### src/rtl/destuff_ctrl_if.sv
// Bit-level link between the sampling front end and the bit destuffer.
interface destuff_ctrl_if #(
  parameter int unsigned CNT_W = 3
);
  logic             SP;
  logic             RX;
  logic             SOF_SYNC;
  logic             F_STF;
  logic             F_FIX;
  logic             sp_decision;
  logic             data_bit;
  logic             stuff_bit;
  logic             stuff_err;
  logic [CNT_W-1:0] stuff_cnt;

  // Sampler side: drives sampled bits and mode flags, observes the decisions.
  modport master (
    output SP, RX, SOF_SYNC, F_STF, F_FIX,
    input  sp_decision, data_bit, stuff_bit, stuff_err, stuff_cnt
  );

  // Destuffer side.
  modport slave (
    input  SP, RX, SOF_SYNC, F_STF, F_FIX,
    output sp_decision, data_bit, stuff_bit, stuff_err, stuff_cnt
  );
endinterface

### src/rtl/destuff_ctrl.sv
// Bit destuffer: classifies every sampled bit as data, removed stuff bit or
// stuff error, in dynamic (run-length) or fixed-interval stuffing mode.
module destuff_ctrl #(
  parameter int unsigned STUFF_LEN = 5,
  parameter int unsigned FIXED_LEN = 4,
  parameter int unsigned CNT_W     = 3
) (
  input  logic          clk,
  input  logic          reset_n,
  destuff_ctrl_if.slave bus
);

  localparam int unsigned RUN_W = $clog2(STUFF_LEN + 1);
  localparam int unsigned FIX_W = $clog2(FIXED_LEN + 1);

  logic             prev_q, prev_d;
  logic [RUN_W-1:0] run_q, run_d;
  logic [FIX_W-1:0] fix_cnt_q, fix_cnt_d;
  logic             expect_q, expect_d;
  logic             fix_mode_q, fix_mode_d;
  logic             dec_q, dec_d;
  logic             data_q, data_d;
  logic             stb_q, stb_d;
  logic             err_q, err_d;
  logic [CNT_W-1:0] cnt_q, cnt_d;

  // State and registered outputs; reset drops any pending stuff expectation.
  always_ff @(posedge clk or negedge reset_n) begin
    if (!reset_n) begin
      prev_q     <= 1'b1;
      run_q      <= RUN_W'(1);
      fix_cnt_q  <= '0;
      expect_q   <= 1'b0;
      fix_mode_q <= 1'b0;
      dec_q      <= 1'b0;
      data_q     <= 1'b1;
      stb_q      <= 1'b0;
      err_q      <= 1'b0;
      cnt_q      <= '0;
    end else begin
      prev_q     <= prev_d;
      run_q      <= run_d;
      fix_cnt_q  <= fix_cnt_d;
      expect_q   <= expect_d;
      fix_mode_q <= fix_mode_d;
      dec_q      <= dec_d;
      data_q     <= data_d;
      stb_q      <= stb_d;
      err_q      <= err_d;
      cnt_q      <= cnt_d;
    end
  end

  // Per-sample classification, priority SOF > stuffing off > fixed > dynamic.
  always_comb begin
    logic [RUN_W-1:0] run_inc;
    prev_d     = prev_q;
    run_d      = run_q;
    fix_cnt_d  = fix_cnt_q;
    expect_d   = expect_q;
    fix_mode_d = fix_mode_q;
    dec_d      = 1'b0;
    data_d     = data_q;
    stb_d      = 1'b0;
    err_d      = 1'b0;
    cnt_d      = cnt_q;
    run_inc    = (bus.RX == prev_q) ? run_q + RUN_W'(1) : RUN_W'(1);

    if (bus.SP) begin
      data_d     = bus.RX;
      prev_d     = bus.RX;
      fix_mode_d = bus.F_FIX;
      if (bus.SOF_SYNC) begin
        dec_d      = 1'b1;
        run_d      = RUN_W'(1);
        cnt_d      = '0;
        fix_cnt_d  = '0;
        expect_d   = 1'b0;
        fix_mode_d = 1'b0;
      end else if (bus.F_STF) begin
        dec_d    = 1'b1;
        run_d    = RUN_W'(1);
        expect_d = 1'b0;
      end else if (bus.F_FIX) begin
        // Run tracking is parked so dynamic mode restarts cleanly on exit.
        run_d    = RUN_W'(1);
        expect_d = 1'b0;
        if (!fix_mode_q || (fix_cnt_q == FIX_W'(FIXED_LEN))) begin
          stb_d     = (bus.RX != prev_q);
          err_d     = (bus.RX == prev_q);
          fix_cnt_d = '0;
        end else begin
          dec_d     = 1'b1;
          fix_cnt_d = fix_cnt_q + FIX_W'(1);
        end
      end else if (!expect_q) begin
        dec_d    = 1'b1;
        run_d    = run_inc;
        expect_d = (run_inc == RUN_W'(STUFF_LEN));
      end else begin
        run_d    = RUN_W'(1);
        expect_d = 1'b0;
        if (bus.RX != prev_q) begin
          stb_d = 1'b1;
          cnt_d = cnt_q + CNT_W'(1);
        end else begin
          err_d = 1'b1;
        end
      end
    end
  end

  assign bus.sp_decision = dec_q;
  assign bus.data_bit    = data_q;
  assign bus.stuff_bit   = stb_q;
  assign bus.stuff_err   = err_q;
  assign bus.stuff_cnt   = cnt_q;

endmodule

### src/flat_wrapper.sv
// flat-port wrapper written by rule: the top's interface ports become plain ports
module destuff_ctrl_flat 
#(
  parameter int unsigned STUFF_LEN = 5,
  parameter int unsigned FIXED_LEN = 4,
  parameter int unsigned CNT_W     = 3
)
  (clk, reset_n, bus_SP, bus_RX, bus_SOF_SYNC, bus_F_STF, bus_F_FIX, bus_sp_decision, bus_data_bit, bus_stuff_bit, bus_stuff_err, bus_stuff_cnt);
  destuff_ctrl_if #(.CNT_W(CNT_W)) bus_i ();
  input  logic clk;
  input  logic reset_n;
  input wire logic [$bits(bus_i.SP)-1:0] bus_SP;
  input wire logic [$bits(bus_i.RX)-1:0] bus_RX;
  input wire logic [$bits(bus_i.SOF_SYNC)-1:0] bus_SOF_SYNC;
  input wire logic [$bits(bus_i.F_STF)-1:0] bus_F_STF;
  input wire logic [$bits(bus_i.F_FIX)-1:0] bus_F_FIX;
  output wire logic [$bits(bus_i.sp_decision)-1:0] bus_sp_decision;
  output wire logic [$bits(bus_i.data_bit)-1:0] bus_data_bit;
  output wire logic [$bits(bus_i.stuff_bit)-1:0] bus_stuff_bit;
  output wire logic [$bits(bus_i.stuff_err)-1:0] bus_stuff_err;
  output wire logic [$bits(bus_i.stuff_cnt)-1:0] bus_stuff_cnt;
  assign bus_i.SP = bus_SP;
  assign bus_i.RX = bus_RX;
  assign bus_i.SOF_SYNC = bus_SOF_SYNC;
  assign bus_i.F_STF = bus_F_STF;
  assign bus_i.F_FIX = bus_F_FIX;
  assign bus_sp_decision = bus_i.sp_decision;
  assign bus_data_bit = bus_i.data_bit;
  assign bus_stuff_bit = bus_i.stuff_bit;
  assign bus_stuff_err = bus_i.stuff_err;
  assign bus_stuff_cnt = bus_i.stuff_cnt;
  destuff_ctrl #(.STUFF_LEN(STUFF_LEN), .FIXED_LEN(FIXED_LEN), .CNT_W(CNT_W)) u_core (.clk(clk), .reset_n(reset_n), .bus(bus_i));
endmodule
### config.mk
export PLATFORM = sky130hd
export DESIGN_NAME = destuff_ctrl_flat
export DESIGN_NICKNAME = d
export VERILOG_FILES = /design/src/rtl/destuff_ctrl_if.sv /design/src/rtl/destuff_ctrl.sv /design/src/flat_wrapper.sv
export SDC_FILE = /design/constraint.sdc
export NUM_CORES = 1
export LEC_CHECK = 0
export ABC_AREA = 1
export BUFFER_PORTS_ARGS = -buffer_cell sky130_fd_sc_hd__buf_2
export CORE_UTILIZATION = 56
export CTS_BUF_LIST = sky130_fd_sc_hd__clkbuf_2
export DETAILED_ROUTE_END_ITERATION = 10
export PLACE_DENSITY = 0.83
export SLEW_MARGIN = 20
export SYNTH_ARGS = -nofsm -noshare
export SYNTH_HDL_FRONTEND = slang
export SYNTH_SLANG_ARGS = --single-unit
### constraint.sdc
create_clock -name clk -period 1.74 [get_ports clk]
set_clock_uncertainty 0.2 [all_clocks]
set_input_delay 0.348 -clock clk [delete_from_list [all_inputs] [get_ports clk]]
set_output_delay 0.348 -clock clk [all_outputs]
set_load 0.01 [all_outputs]
==> impl_metrics.tcl <==
set metrics [dict create \
    status "completed" \
    fill_cells 116 \
    post-route-period-util_pct 87.9 \
    fmax_ghz 0.654 \
    critical-path-slowest-cell "dfstp_2" \
    vias 704 \
    startpoint_type "register" \
    start_util_pct 61.9 \
    setup_viol 0 \
    synth_area_sq_um 836 \
    worstPathArrival_ns 0.98 \
    num_rows 13 \
    synth_nets 117 \
    grt_pass1_vias 620 \
    ys_seq_area_share_pct 45.2 \
    syn_avg_cell_area_sq_um 7.88 \
    cp-end-kind "output pin" \
    fin_crit_ns 1.53 \
    yosys.area_share.simple_pct 31.6 \
    die_area_sq_um 1650 \
    synth-compound-area-share_pct 7.78 \
    gp_congestion 0.744 \
    slew_headroom_pct 78.2 \
    maxCapViolCount 0 \
    viasPerCell 5.06 \
    gr-usage-all-layers_pct 22.5 \
    grt_pass1_wl_um 2400 \
    syn-instance-count 106 \
    ys_warn_count 0 \
    cts_buffer_depth 2 \
    drv_slew 0 \
    register_area_sq_um 378 \
    synthMuxAreaShare_pct 0 \
    p_per_area_nw_per_um2 740 \
    grt_antenna_before_repair 0 \
    synth_top_family_by_area "simple AND/OR/NAND/NOR gates" \
    grt_setup_unrepaired "no" \
    hold_violations 0 \
    cts.sinks 15 \
    layout.nets 136 \
    min_to "u_core.bus.data_bit$_DFFE_PN1P_" \
    final_common_cell "nand2_1" \
    crit_buf_inv 1 \
    tritoncts "done" \
    regToRegSetupSlack_ns 0.28 \
    die_x_um 40.6 \
    worstSetupPathType "register to output pin" \
    clkSlewWorstSetupHoldPaths_ns 0.14 \
    drc_errors 0 \
    worstPathMaxFanout 4 \
    cp_top_family "flip-flops" \
    p_total_mw 0.703 \
    tns_ns 0 \
    ir_worst_vdd_uv 503 \
    synthXorXnorAreaFrac_pct 1.05 \
    wl_per_cell_um 11.0 \
    r2r-start "u_core.fix_cnt_q[0]$_DFFE_PN0P_" \
    holdCritPathClass "input pin to register" \
    p_leak_nw 0.517 \
    hold_depth 3 \
    ioPinCount 14 \
    routed_wirelength_um 1530 \
    cts_buffers 3 \
    synthAdderAreaFrac_pct 5.99 \
    layout-drive-gt1-share_pct 25.8 \
    timing.rr.end "u_core.bus.sp_decision$_DFF_PN0_" \
    root_buffer "clkbuf_2" \
    ant_nets 0 \
    die_height_um 40.6 \
    synth-seq-cells 15 \
    rr_worst_depth 7 \
    diodes 0 \
    syn_to_final_growth_pct 13.6 \
    multi_input_area_sq_um 388 \
    first_iter_violations 9 \
    min_from "bus_RX" \
    path_cells "buf_2" \
    dp_hpwl_um 1230 \
    worst_slew_pin_slew_ns 0.327 \
    grt_max_degree 16 \
    grt-ovfl-total 0 \
    yosys.cell_types.count 22 \
    required_ns 1.19 \
    coreArea_sq_um 1350 \
    mostFrequentLayoutCells "nand2_1, inv_1, buf_2, dfrtp_1, nor2_1" \
    clock_latency_ns 0.27 \
    slowest_delay_ns 0.58 \
    htree_levels 1 \
    firstDrtPassIters 4 \
    port_buffers 13 \
    cts_setup_buffers 0 \
]
## how the worst max path moves through the flow
| stage | startpoint | endpoint | slack [ns] | depth (start not counted) |
|---|---|---|---|---|
| after floorplan | u_core.bus.data_bit$_DFFE_PN1P_ | u_core.bus.stuff_cnt[2]$_DFFE_PN0P_ | 0.40 | 7 |
| after global placement | u_core.bus.data_bit$_DFFE_PN1P_ | u_core.bus.stuff_cnt[0]$_DFFE_PN0P_ | 0.35 | 7 |
| after detailed placement | u_core.fix_cnt_q[0]$_DFFE_PN0P_ | u_core.bus.sp_decision$_DFF_PN0_ | 0.31 | 7 |
| after CTS | u_core.bus.data_bit$_DFFE_PN1P_ | bus_data_bit | 0.20 | 1 |
| after global routing | u_core.fix_cnt_q[0]$_DFFE_PN0P_ | u_core.bus.sp_decision$_DFF_PN0_ | 0.13 | 7 |
| final | u_core.bus.data_bit$_DFFE_PN1P_ | bus_data_bit | 0.21 | 1 |
## worst register-to-register path, cell delays in order, from the launching register on
cell     delay, ns
dfrtp_1       0.42
inv_1         0.06
ha_1          0.18
a21oi_1       0.22
nand2_1       0.09
nand2_1       0.11
nor2_1        0.05
nor2_1        0.08
## final cells by class
class / instances / area share, %
multi-input cells: 73 / 40.8
flip-flops and latches: 15 / 39.8
repair buffers: 14 / 7.91
inverters: 18 / 7.38
clock buffers: 4 / 2.11
well taps: 15 / 1.98
## through the flow
stage               std cells  hold slack, ns  instance area (sq um)  utilization [%]  setup WS, ns
finish                    139           0.101                    950             70.3         0.211
global route              139           0.107                    950             70.3         0.128
CTS                       139          0.0934                    950             70.3         0.199
detailed placement        134          0.0666                    920             68.1         0.314
global placement          134          0.0629                    920             68.1         0.346
floorplan                 106          -0.148                    836                -         0.399
## flip-flops by register name, indices dropped and copies added (netlist names)
signal / flops
u_core.expect_q: 1
u_core.fix_mode_q: 1
u_core.bus.stuff_cnt: 3
u_core.bus.data_bit: 1
u_core.bus.sp_decision: 1
u_core.bus.stuff_bit: 1
u_core.fix_cnt_q: 3
u_core.bus.stuff_err: 1
u_core.run_q: 3
## layer usage
layer	part of all wire (%)	global-route usage [%]	routed length [um]
met5	0	0	0
met2	52	38.5	796
met4	0.72	10.0	11
met1	45	27.7	684
met3	2.4	3.26	37
## synth_stat cells (all sizes together)
cell    instances  area (sq um)
inv            18          70.1
nor2           11          58.8
nand3b          1          7.51
nand3           6          35.0
o21ai           6          30.0
nor3            2          10.0
dfstp           2          52.6
o22ai           1          6.26
xnor2           1          8.76
ha              4          50.1
a21oi           2          21.3
nand2          38           153
o21a            1          7.51
dfrtp          13           325
## kinds of logic (layout without fill, tap and decap cells)
family,count (synthesis),in the layout
AOI/OAI and AO/OA,10,10
xor gates and xnor gates,1,1
DFF,15,15
buffers and inverters,18,36
and+or+nand+nor,58,58
adders and majority gates,4,4
## report_power, final
part	internal, mW	leakage, nW	switching (mW)
Sequential	0.374	0.196	0.0182
Combinational	0.0529	0.305	0.0895
Clock	0.0610	0.0166	0.107
## repair_timing
item | CTS | global route
resized for setup | 0 | 0
endpoints found under the hold margin | 13 | 0
hold buffers | 1 | 0
(Power assumes the default switching activity.)
